<file path="src/rtl/exec_stage_hazard_ctrl_if.sv">
// Signal bundle between the pipeline datapath and the execute-stage hazard
// controller. The datapath side is the master (it supplies register numbers,
// write enables and unit status). The controller side is the slave (it returns
// stall, flush and forwarding controls).
interface exec_stage_hazard_ctrl_if;
    logic [3:0] RA1D;
    logic [3:0] RA2D;
    logic [3:0] RA1E;
    logic [3:0] RA2E;
    logic [3:0] WA3E;
    logic       RegWE;
    logic       MemtoRegE;
    logic [3:0] WA3M;
    logic [3:0] WA3W;
    logic       RegWriteM;
    logic       RegWriteW;
    logic       BranchTakenE;
    logic       StartE;
    logic       MBusy;
    logic       Float_startE;
    logic       FBusy;
    logic       StallF;
    logic       StallD;
    logic       FlushD;
    logic       FlashE;
    logic       Mstall;
    logic [1:0] ForwardAE;
    logic [1:0] ForwardBE;
    logic       Err;

    modport master (
        output RA1D, RA2D, RA1E, RA2E, WA3E, RegWE, MemtoRegE, WA3M, WA3W,
               RegWriteM, RegWriteW, BranchTakenE, StartE, MBusy, Float_startE, FBusy,
        input  StallF, StallD, FlushD, FlashE, Mstall, ForwardAE, ForwardBE, Err
    );

    modport slave (
        input  RA1D, RA2D, RA1E, RA2E, WA3E, RegWE, MemtoRegE, WA3M, WA3W,
               RegWriteM, RegWriteW, BranchTakenE, StartE, MBusy, Float_startE, FBusy,
        output StallF, StallD, FlushD, FlashE, Mstall, ForwardAE, ForwardBE, Err
    );
endinterface

</file>
<file path="src/rtl/exec_stage_hazard_ctrl.sv">
// Execute-stage hazard controller. Sequences MCycle and float ops through a
// small FSM (holding the Decode->Execute register while they run), detects
// load-use hazards and taken branches, and raises a sticky Err flag if a unit
// stays busy too long.
// Optional feature macro: HAZ_FWD_EN enables operand forwarding selects.
// Without it the forwarding selects are 00 and any RAW on the Execute or
// Memory destination stalls instead.
module exec_stage_hazard_ctrl #(
    parameter int TIMEOUT_CYC = 64
) (
    input logic                     CLK,
    input logic                     RESET,
    exec_stage_hazard_ctrl_if.slave bus
);

    typedef enum logic [1:0] {RUN, MWAIT, FWAIT, DRAIN} state_t;

    localparam int CW = (TIMEOUT_CYC > 1) ? $clog2(TIMEOUT_CYC) : 1;
    localparam logic [CW-1:0] CNT_LAST = CW'(TIMEOUT_CYC - 1);

    state_t        state;
    state_t        state_next;
    logic          pend;
    logic          pend_next;
    logic [CW-1:0] cnt;
    logic [CW-1:0] cnt_next;
    logic          err;
    logic          err_next;
    logic          mstall;
    logic          raw_e;
    logic          lu;
    logic [1:0]    fwd_a;
    logic [1:0]    fwd_b;

    // State register, pending-float flag, wait counter and sticky error flag
    always_ff @(posedge CLK) begin
        if (RESET) begin
            state <= RUN;
            pend  <= 1'b0;
            cnt   <= '0;
            err   <= 1'b0;
        end else begin
            state <= state_next;
            pend  <= pend_next;
            cnt   <= cnt_next;
            err   <= err_next;
        end
    end

    // Next-state logic; the counter only advances while a unit is still busy and clears otherwise
    always_comb begin
        state_next = state;
        pend_next  = pend;
        cnt_next   = '0;
        err_next   = err;
        case (state)
            RUN: begin
                if (bus.StartE) begin
                    state_next = MWAIT;
                    pend_next  = bus.Float_startE;
                end else if (bus.Float_startE) begin
                    state_next = FWAIT;
                end
            end
            MWAIT: begin
                if (!bus.MBusy) begin
                    if (pend) begin
                        pend_next  = 1'b0;
                        state_next = FWAIT;
                    end else begin
                        state_next = DRAIN;
                    end
                end else if (cnt == CNT_LAST) begin
                    err_next   = 1'b1;
                    pend_next  = 1'b0;
                    state_next = DRAIN;
                end else begin
                    cnt_next = cnt + 1'b1;
                end
            end
            FWAIT: begin
                if (!bus.FBusy) begin
                    state_next = DRAIN;
                end else if (cnt == CNT_LAST) begin
                    err_next   = 1'b1;
                    pend_next  = 1'b0;
                    state_next = DRAIN;
                end else begin
                    cnt_next = cnt + 1'b1;
                end
            end
            DRAIN: state_next = RUN;
            default: state_next = RUN;
        endcase
    end

    assign mstall = (state != RUN) || bus.StartE || bus.Float_startE;
    assign raw_e  = (bus.WA3E == bus.RA1D) || (bus.WA3E == bus.RA2D);

`ifdef HAZ_FWD_EN
    // Memory-stage result wins over Writeback because it is the younger value
    function automatic logic [1:0] fwd_sel(input logic [3:0] ra,
                                           input logic wr_m, input logic [3:0] wa_m,
                                           input logic wr_w, input logic [3:0] wa_w);
        if (wr_m && (wa_m == ra))      return 2'b10;
        else if (wr_w && (wa_w == ra)) return 2'b01;
        else                           return 2'b00;
    endfunction

    assign fwd_a = fwd_sel(bus.RA1E, bus.RegWriteM, bus.WA3M, bus.RegWriteW, bus.WA3W);
    assign fwd_b = fwd_sel(bus.RA2E, bus.RegWriteM, bus.WA3M, bus.RegWriteW, bus.WA3W);

    // Only a load's result arrives too late to forward
    assign lu = bus.MemtoRegE && bus.RegWE && (bus.WA3E != 4'd15) && raw_e;
`else
    logic raw_m;
    logic unused_fwd_inputs;

    assign fwd_a = 2'b00;
    assign fwd_b = 2'b00;
    assign raw_m = (bus.WA3M == bus.RA1D) || (bus.WA3M == bus.RA2D);

    // No forwarding path, so any pending write to a Decode source must be waited out
    assign lu = (bus.RegWE && (bus.WA3E != 4'd15) && raw_e)
             || (bus.RegWriteM && (bus.WA3M != 4'd15) && raw_m);

    assign unused_fwd_inputs = ^{bus.RA1E, bus.RA2E, bus.WA3W, bus.RegWriteW, bus.MemtoRegE};
`endif

    // Output priority: multi-cycle hold, then taken branch, then load-use; everything low in reset
    always_comb begin
        bus.StallF    = 1'b0;
        bus.StallD    = 1'b0;
        bus.FlushD    = 1'b0;
        bus.FlashE    = 1'b0;
        bus.Mstall    = 1'b0;
        bus.ForwardAE = 2'b00;
        bus.ForwardBE = 2'b00;
        bus.Err       = 1'b0;
        if (!RESET) begin
            bus.Err       = err;
            bus.ForwardAE = fwd_a;
            bus.ForwardBE = fwd_b;
            if (mstall) begin
                bus.Mstall = 1'b1;
                bus.StallF = 1'b1;
                bus.StallD = 1'b1;
            end else if (bus.BranchTakenE) begin
                bus.FlushD = 1'b1;
                bus.FlashE = 1'b1;
            end else if (lu) begin
                bus.StallF = 1'b1;
                bus.StallD = 1'b1;
                bus.FlashE = 1'b1;
            end
        end
    end

endmodule

</file>
<file path="src/flat_wrapper.sv">
// flat-port wrapper written by rule: the top's interface ports become plain ports
module exec_stage_hazard_ctrl_flat 
#(
    parameter int TIMEOUT_CYC = 64
)
  (CLK, RESET, bus_RA1D, bus_RA2D, bus_RA1E, bus_RA2E, bus_WA3E, bus_RegWE, bus_MemtoRegE, bus_WA3M, bus_WA3W, bus_RegWriteM, bus_RegWriteW, bus_BranchTakenE, bus_StartE, bus_MBusy, bus_Float_startE, bus_FBusy, bus_StallF, bus_StallD, bus_FlushD, bus_FlashE, bus_Mstall, bus_ForwardAE, bus_ForwardBE, bus_Err);
  exec_stage_hazard_ctrl_if bus_i ();
  input logic CLK;
  input logic RESET;
  input wire logic [$bits(bus_i.RA1D)-1:0] bus_RA1D;
  input wire logic [$bits(bus_i.RA2D)-1:0] bus_RA2D;
  input wire logic [$bits(bus_i.RA1E)-1:0] bus_RA1E;
  input wire logic [$bits(bus_i.RA2E)-1:0] bus_RA2E;
  input wire logic [$bits(bus_i.WA3E)-1:0] bus_WA3E;
  input wire logic [$bits(bus_i.RegWE)-1:0] bus_RegWE;
  input wire logic [$bits(bus_i.MemtoRegE)-1:0] bus_MemtoRegE;
  input wire logic [$bits(bus_i.WA3M)-1:0] bus_WA3M;
  input wire logic [$bits(bus_i.WA3W)-1:0] bus_WA3W;
  input wire logic [$bits(bus_i.RegWriteM)-1:0] bus_RegWriteM;
  input wire logic [$bits(bus_i.RegWriteW)-1:0] bus_RegWriteW;
  input wire logic [$bits(bus_i.BranchTakenE)-1:0] bus_BranchTakenE;
  input wire logic [$bits(bus_i.StartE)-1:0] bus_StartE;
  input wire logic [$bits(bus_i.MBusy)-1:0] bus_MBusy;
  input wire logic [$bits(bus_i.Float_startE)-1:0] bus_Float_startE;
  input wire logic [$bits(bus_i.FBusy)-1:0] bus_FBusy;
  output wire logic [$bits(bus_i.StallF)-1:0] bus_StallF;
  output wire logic [$bits(bus_i.StallD)-1:0] bus_StallD;
  output wire logic [$bits(bus_i.FlushD)-1:0] bus_FlushD;
  output wire logic [$bits(bus_i.FlashE)-1:0] bus_FlashE;
  output wire logic [$bits(bus_i.Mstall)-1:0] bus_Mstall;
  output wire logic [$bits(bus_i.ForwardAE)-1:0] bus_ForwardAE;
  output wire logic [$bits(bus_i.ForwardBE)-1:0] bus_ForwardBE;
  output wire logic [$bits(bus_i.Err)-1:0] bus_Err;
  assign bus_i.RA1D = bus_RA1D;
  assign bus_i.RA2D = bus_RA2D;
  assign bus_i.RA1E = bus_RA1E;
  assign bus_i.RA2E = bus_RA2E;
  assign bus_i.WA3E = bus_WA3E;
  assign bus_i.RegWE = bus_RegWE;
  assign bus_i.MemtoRegE = bus_MemtoRegE;
  assign bus_i.WA3M = bus_WA3M;
  assign bus_i.WA3W = bus_WA3W;
  assign bus_i.RegWriteM = bus_RegWriteM;
  assign bus_i.RegWriteW = bus_RegWriteW;
  assign bus_i.BranchTakenE = bus_BranchTakenE;
  assign bus_i.StartE = bus_StartE;
  assign bus_i.MBusy = bus_MBusy;
  assign bus_i.Float_startE = bus_Float_startE;
  assign bus_i.FBusy = bus_FBusy;
  assign bus_StallF = bus_i.StallF;
  assign bus_StallD = bus_i.StallD;
  assign bus_FlushD = bus_i.FlushD;
  assign bus_FlashE = bus_i.FlashE;
  assign bus_Mstall = bus_i.Mstall;
  assign bus_ForwardAE = bus_i.ForwardAE;
  assign bus_ForwardBE = bus_i.ForwardBE;
  assign bus_Err = bus_i.Err;
  exec_stage_hazard_ctrl #(.TIMEOUT_CYC(TIMEOUT_CYC)) u_core (.CLK(CLK), .RESET(RESET), .bus(bus_i));
endmodule
</file>
<file path="config.mk">
export PLATFORM = sky130hd
export DESIGN_NAME = exec_stage_hazard_ctrl_flat
export DESIGN_NICKNAME = d
export VERILOG_FILES = /design/src/rtl/exec_stage_hazard_ctrl_if.sv /design/src/rtl/exec_stage_hazard_ctrl.sv /design/src/flat_wrapper.sv
export SDC_FILE = /design/constraint.sdc
export NUM_CORES = 1
export LEC_CHECK = 0
export CORE_ASPECT_RATIO = 1.75
export CORE_MARGIN = 2
export CORE_UTILIZATION = 35
export CTS_CLUSTER_SIZE = 16
export DETAILED_ROUTE_END_ITERATION = 12
export HOLD_SLACK_MARGIN = 0.06
export PLACE_DENSITY_LB_ADDON = 0.15
export SKIP_CTS_REPAIR_TIMING = 1
export SYNTH_ARGS = -nofsm -noshare
export SYNTH_HDL_FRONTEND = slang
export SYNTH_SLANG_ARGS = --single-unit
</file>
<file path="constraint.sdc">
create_clock -name CLK -period 1.4 [get_ports CLK]
set_input_delay 0.14 -clock CLK [delete_from_list [all_inputs] [get_ports CLK]]
set_output_delay 0.14 -clock CLK [all_outputs]
set_load 0.02 [all_outputs]
</file>
==> results of run 1 <==
## how the worst min path moves through the flow
stage          slack (ns)          end              from  cells past startpoint
3_5_place_dp         0.47  u_core.pend       u_core.pend                      2
5_1_grt              0.49  u_core.pend       u_core.pend                      2
4_1_cts              0.47  u_core.pend       u_core.pend                      2
6_report             0.47  u_core.pend       u_core.pend                      2
3_3_place_gp         0.46  u_core.pend       u_core.pend                      2
2_1_floorplan        0.29  u_core.pend  bus_Float_startE                      2
## cell type report
class | instances | area (um2)
clock buffer | 3 | 41.29
fill | 194 | 724.4
inverter | 10 | 37.54
multi-input combinational | 84 | 830.8
sequential | 10 | 202.7
tap | 26 | 32.53
timing repair buffer | 60 | 593.1
## per-layer routing
| layer | global-route usage [%] | up-vias | routed length [um] |
|---|---|---|---|
| li1 | - | 483 | - |
| met1 | 14.42 | 482 | 859 |
| met2 | 36.98 | 36 | 1722 |
| met3 | 3.571 | 6 | 123 |
| met4 | 7.986 | 0 | 51 |
| met5 | 0 | - | 0 |
## state kept, by name, summed over array words and instances, names as in the netlist
register,count
u_core.cnt,6
u_core.state,2
u_core.pend,1
u_core.err,1
## layout by cell type (no fill, tap or decap), types with 2 or more instances in the layout
cell             count
nand4_1              2
o211ai_1             2
nor4_2               4
xnor2_1              3
dlymetal6s2s_1      17
ha_1                 2
o21ai_1              2
clkbuf_8             3
xor2_1              16
dfxtp_2              2
dfxtp_1              8
nor2_2               4
ha_4                 3
nand3_1              2
nor2b_4              3
conb_1               4
inv_2                4
nor2_4               3
buf_4               25
nor2_1               7
nand2_1              2
clkdlybuf4s50_1      8
buf_6               10
inv_1                6
## logic make-up (layout without fill, tap and decap cells)
| logic type | Yosys count | count (layout) | share of synthesized area [%] |
|---|---|---|---|
| other | 1 | 4 | 0.4209 |
| adders and majority gates | 6 | 6 | 8.427 |
| AOI/OAI and AO/OA | 18 | 18 | 15.87 |
| muxes | 1 | 1 | 1.124 |
| buffers and inverters | 16 | 73 | 8.989 |
| and+or+nand+nor | 35 | 35 | 23.03 |
| DFF | 10 | 10 | 22.47 |
| xor gates and xnor gates | 20 | 20 | 19.66 |
## power by group through the flow
stage	logic (mW)	clock network [mW]	registers, mW
floorplan	0.533	0	0.373
global placement	0.978	0	0.363
detailed placement	1.01	0	0.364
CTS	1.02	0.301	0.359
global route	1.52	0.313	0.366
finish	1.41	0.303	0.363
## stage by stage
stage | worst slack, ns | instance area, um2
after floorplan | -0.06401 | 959.7
after detailed placement | -1.027 | 1404
final | -0.2794 | 1738
after global routing | -0.3349 | 1738
after global placement | -0.9871 | 1404
after CTS | -1.035 | 1445
## critical path: stages, from the launching register on
cell,delay (ns)
dfxtp_2,0.32
inv_2,0.08
ha_4,0.13
nor3b_4,0.24
nor2b_4,0.20
inv_2,0.06
a31oi_4,0.14
buf_6,0.14
==> impl_metrics.ini, run 1 <==
[status]
status = complete, but fails checks
violations = negative setup slack

[worst_setup_path]
reg2regPathDepth = 8
r2r_start = u_core.state[1]
cp.required_ns = 1.26
critPathKind = reg2out
crit_path_end_kind = primary output
cp-start-kind = register
path_max_fanout = 3
worst_ep_arrival_time_ns = 1.54
rrSetupSlack_ns = -0.09
startpoint = u_core.state[1]
r2r_end = u_core.state[1]
crit_end = bus_FlashE

[layout]
nNetsFinal = 214
area_growth_pct = 95.08
antenna_cells = 0
final_cells = 193
postLayoutCoreUtil_pct = 70.58
drive_gt1_share_pct = 46.11

[synth]
synthTopCellsByCount = 17 x xor2_1, 14 x nor2_1, 10 x dfxtp_1, 10 x inv_1, 6 x ha_1
synth-edff-count = 0
synth_area_leader_cell = dfxtp_1
yosysUniqueCellTypes = 37
avgSynthCellArea_um2 = 8.326
synth_flop_cell = dfxtp_1
synth.most_common_cell = xor2_1
synthArstFlopShare_pct = 0
ys.warnings.count = 0
synth_top_area_share_pct = 22.47
syn_area_um2 = 890.9
synth_area_leaders = dfxtp_1 22%, xor2_1 17%, ha_1 8.4%
ys_ff_latch = 10
syn_inst = 107
ys_seq_area_share_pct = 22.47

[timing]
maxSlewViolCount = 0
rsz0062_at_grt = yes
min_period_ns = 1.679
clock.fmax_mhz = 595.4
period_share_pct = 120.0
hold_violations = 0
holdWs_ns = 0.4748
skew_ns = 0.008345
final.setup.tns_ns = -1.461
fin_ws_ns = -0.2794
setup_viol = 12

[grt]
grt_max_degree = 7
grt.overflow.total = 0
grt_util_all_layers_pct = 17.55
antenna_found_initial = 0
grt_pass1_wl_um = 4008
grt_pass1_vias = 989

[clock_tree]
clockBufferDepth = 2
cts_tree = built
cts-root-buf = clkbuf_8
clk_latency_ns = 0.24
clock_sinks = 10
cts_made_buffers = 3
ctsHtreeMaxLevel = 1
cts.clk_slew.worst_paths_ns = 0.05

[power_and_ir_drop]
power.density_nw_per_um2 = 1196
netSwitchingFraction_pct = 37.61
power_frac_clock_pct = 14.6
p_total_mw = 2.079
p_int_mw = 1.297
p_switching_mw = 0.7820
vdd_drop_max_uv = 495.8
power_leakage_nw = 0.8339
pwr-share-comb_pct = 68.0
seqPwrFrac_pct = 17.4

[placement]
hpwlAfterDp_um = 2169
gp_congestion = 0.8603
port_buffers = 30
dpl.cell_count = 181

[routing]
drt_iter0_markers = 6
via_count = 1007
drc_errors = 0
wire_per_inst_um = 14.28
drtPass1Iterations = 4
wl_um = 2757
routed_via_density = 5.218
ant_nets = 0

[hold_path]
hold_class = reg2reg

[die]
dieArea_um2 = 2981
fp.dieW_um = 42.14
fp.dieH_um = 70.74
start_util_pct = 36.18
num_io_pins = 49
core_area_um2 = 2462
num_rows = 24

[job]
max-cap-violations = 0
Note: power is estimated with default switching activity, not from simulation.
==> inputs of run 2 (changes only) <==
- ABC_AREA: not set -> 1
- CORE_UTILIZATION: 35 -> 36
==> impl_metrics.ini, run 2 <==
[die]
fp.dieH_um = 73.76
num_rows = 25
num_io_pins = 49
dieArea_um2 = 3235
start_util_pct = 37.21
core_area_um2 = 2690
fp.dieW_um = 43.86

[layout]
top_regs = u_core.cnt (6), u_core.state (2)
top_register = u_core.cnt
postLayoutCoreUtil_pct = 61.63
final_common_cell = nand2_1
antenna_cells = 0
drive_gt1_share_pct = 25.85
area_growth_pct = 65.62
final_cell_mix = 71 x nand2_1, 25 x inv_1, 21 x nor2_1, 21 x buf_4, 16 x dlymetal6s2s_1
nNetsFinal = 282
largest_register_ff_count = 6
n_fill_cell = 261
design_area_um2 = 1658

[timing]
skew_ns = 0.006511
setup_viol = 5
clock.fmax_mhz = 651.8
maxSlewViolCount = 0
period_share_pct = 109.6
holdWs_ns = 0.4857
rsz0062_at_grt = yes
min_period_ns = 1.534
fin_ws_ns = -0.1342
hold_violations = 0

[worst_setup_path]
worst_ep_arrival_time_ns = 1.39
path_max_fanout = 3
startpoint = u_core.state[0]
cp.required_ns = 1.26
r2r_start = u_core.state[0]
critPathKind = reg2out
cp-start-kind = register
crit_path_end_kind = primary output

[clock_tree]
cts.clk_slew.worst_paths_ns = 0.05
cts_tree = built
ctsHtreeMaxLevel = 1
clk_latency_ns = 0.23
cts_made_buffers = 3
clock_sinks = 10
clockBufferDepth = 2
cts-root-buf = clkbuf_8

[synth]
synth-edff-count = 0
synthTopCellsByCount = 77 x nand2_1, 31 x inv_1, 25 x nor2_1
synth_area_leaders = nand2_1 29%, dfxtp_1 20%, inv_1 12%
syn_area_um2 = 1001
yosysUniqueCellTypes = 26
synth.most_common_cell = nand2_1
ys_seq_area_share_pct = 20.00
synth_flop_cell = dfxtp_1
synth_top_area_share_pct = 28.88
avgSynthCellArea_um2 = 5.470
ys.warnings.count = 0
syn_inst = 183
synth_area_leader_cell = nand2_1
ys_ff_latch = 10
synthArstFlopShare_pct = 0

[power_and_ir_drop]
p_total_mw = 1.399
vdd_drop_max_uv = 685.5
power_leakage_nw = 0.9897
power.density_nw_per_um2 = 844.0

[routing]
ant_nets = 0
wl_um = 2968
drtPass1Iterations = 4
drt_iter0_markers = 17
via_count = 1233
drc_errors = 0
wire_per_inst_um = 11.29
routed_via_density = 4.688

[grt]
grtUsageMet1_pct = 16.49
top_usage_layer = met2
grt_max_degree = 7
grt_pass1_wl_um = 4685
use_met3_pct = 2.457
grt_pass1_vias = 1271
grtUsageMet2_pct = 39.05
grt_util_all_layers_pct = 18.88
antenna_found_initial = 0
grt.overflow.total = 0

[hold_path]
hold_class = reg2reg
hp-start = u_core.err

[status]
violations = negative setup slack
status = complete, but fails checks

[placement]
place_area_um2 = 1456
gp_congestion = 0.8344
port_buffers = 30
hpwlAfterDp_um = 2324

[job]
max-cap-violations = 0
==> run 2: critical path: stages (launching register included) <==
cell	delay [ns]
dfxtp_2	0.32
inv_2	0.08
ha_4	0.13
inv_2	0.04
nor3_4	0.15
inv_2	0.07
nor2_4	0.11
nand2_2	0.06
nand2_1	0.08
buf_6	0.12
==> run 2: cell families (layout without fill, tap and decap cells) <==
| group | count (synthesis) | after routing | synth area share, % |
|---|---|---|---|
| buffers and inverters | 37 | 87 | 15.87 |
| other | 1 | 4 | 0.3746 |
| and+or+nand+nor | 117 | 117 | 47.88 |
| adders and majority gates | 6 | 6 | 7.500 |
| DFF | 10 | 10 | 20.00 |
| AOI/OAI and AO/OA | 10 | 10 | 6.626 |
| xor gates and xnor gates | 2 | 2 | 1.750 |
==> run 2: routing by layer <==
layer,vias to the layer above,part of all wire (%)
met5,-,0
met4,0,1.6
met3,4,4.6
met2,28,60
met1,553,34
li1,648,-
==> run 2: report_power, final <==
part | total [mW] | switching (mW) | internal (mW)
combinational | 0.709 | 0.366 | 0.344
sequential | 0.331 | 0.0174 | 0.314
clock | 0.359 | 0.112 | 0.247
==> run 2: layout make-up <==
type	count	area (um2)	share of cell area [%]
multi-input combinational	139	739.5	44.60
timing repair buffer	52	510.5	30.79
sequential	10	202.7	12.23
inverter	31	116.4	7.019
clock buffer	4	55.05	3.321
tap	27	33.78	2.038
==> run 2: path summary, 6_finish.rpt <==
kind                                    end  slack (ns)  depth (start not counted)
worst min-delay path             u_core.err        0.49                          2
worst min register to register   u_core.err        0.49                          2
worst max-delay path             bus_FlashE       -0.13                          9
worst max register to register  u_core.pend        0.04                          8
==> run 2: through the flow <==
stage | worst slack, ns | setup TNS, ns | instances
final | -0.1342 | -0.4799 | 263
after global routing | -0.2140 | -0.8914 | 263
after CTS | -0.7299 | -3.739 | 260
after detailed placement | -0.7142 | -3.345 | 256
after global placement | -0.6814 | -3.215 | 256
after floorplan | -0.04013 | -0.04013 | 186
==> inputs of run 3 (changes only) <==
- GPL_TIMING_DRIVEN: not set -> 1
==> results of run 3 <==
Same layout as run 2: the final DEF is identical, and so are final timing and power.
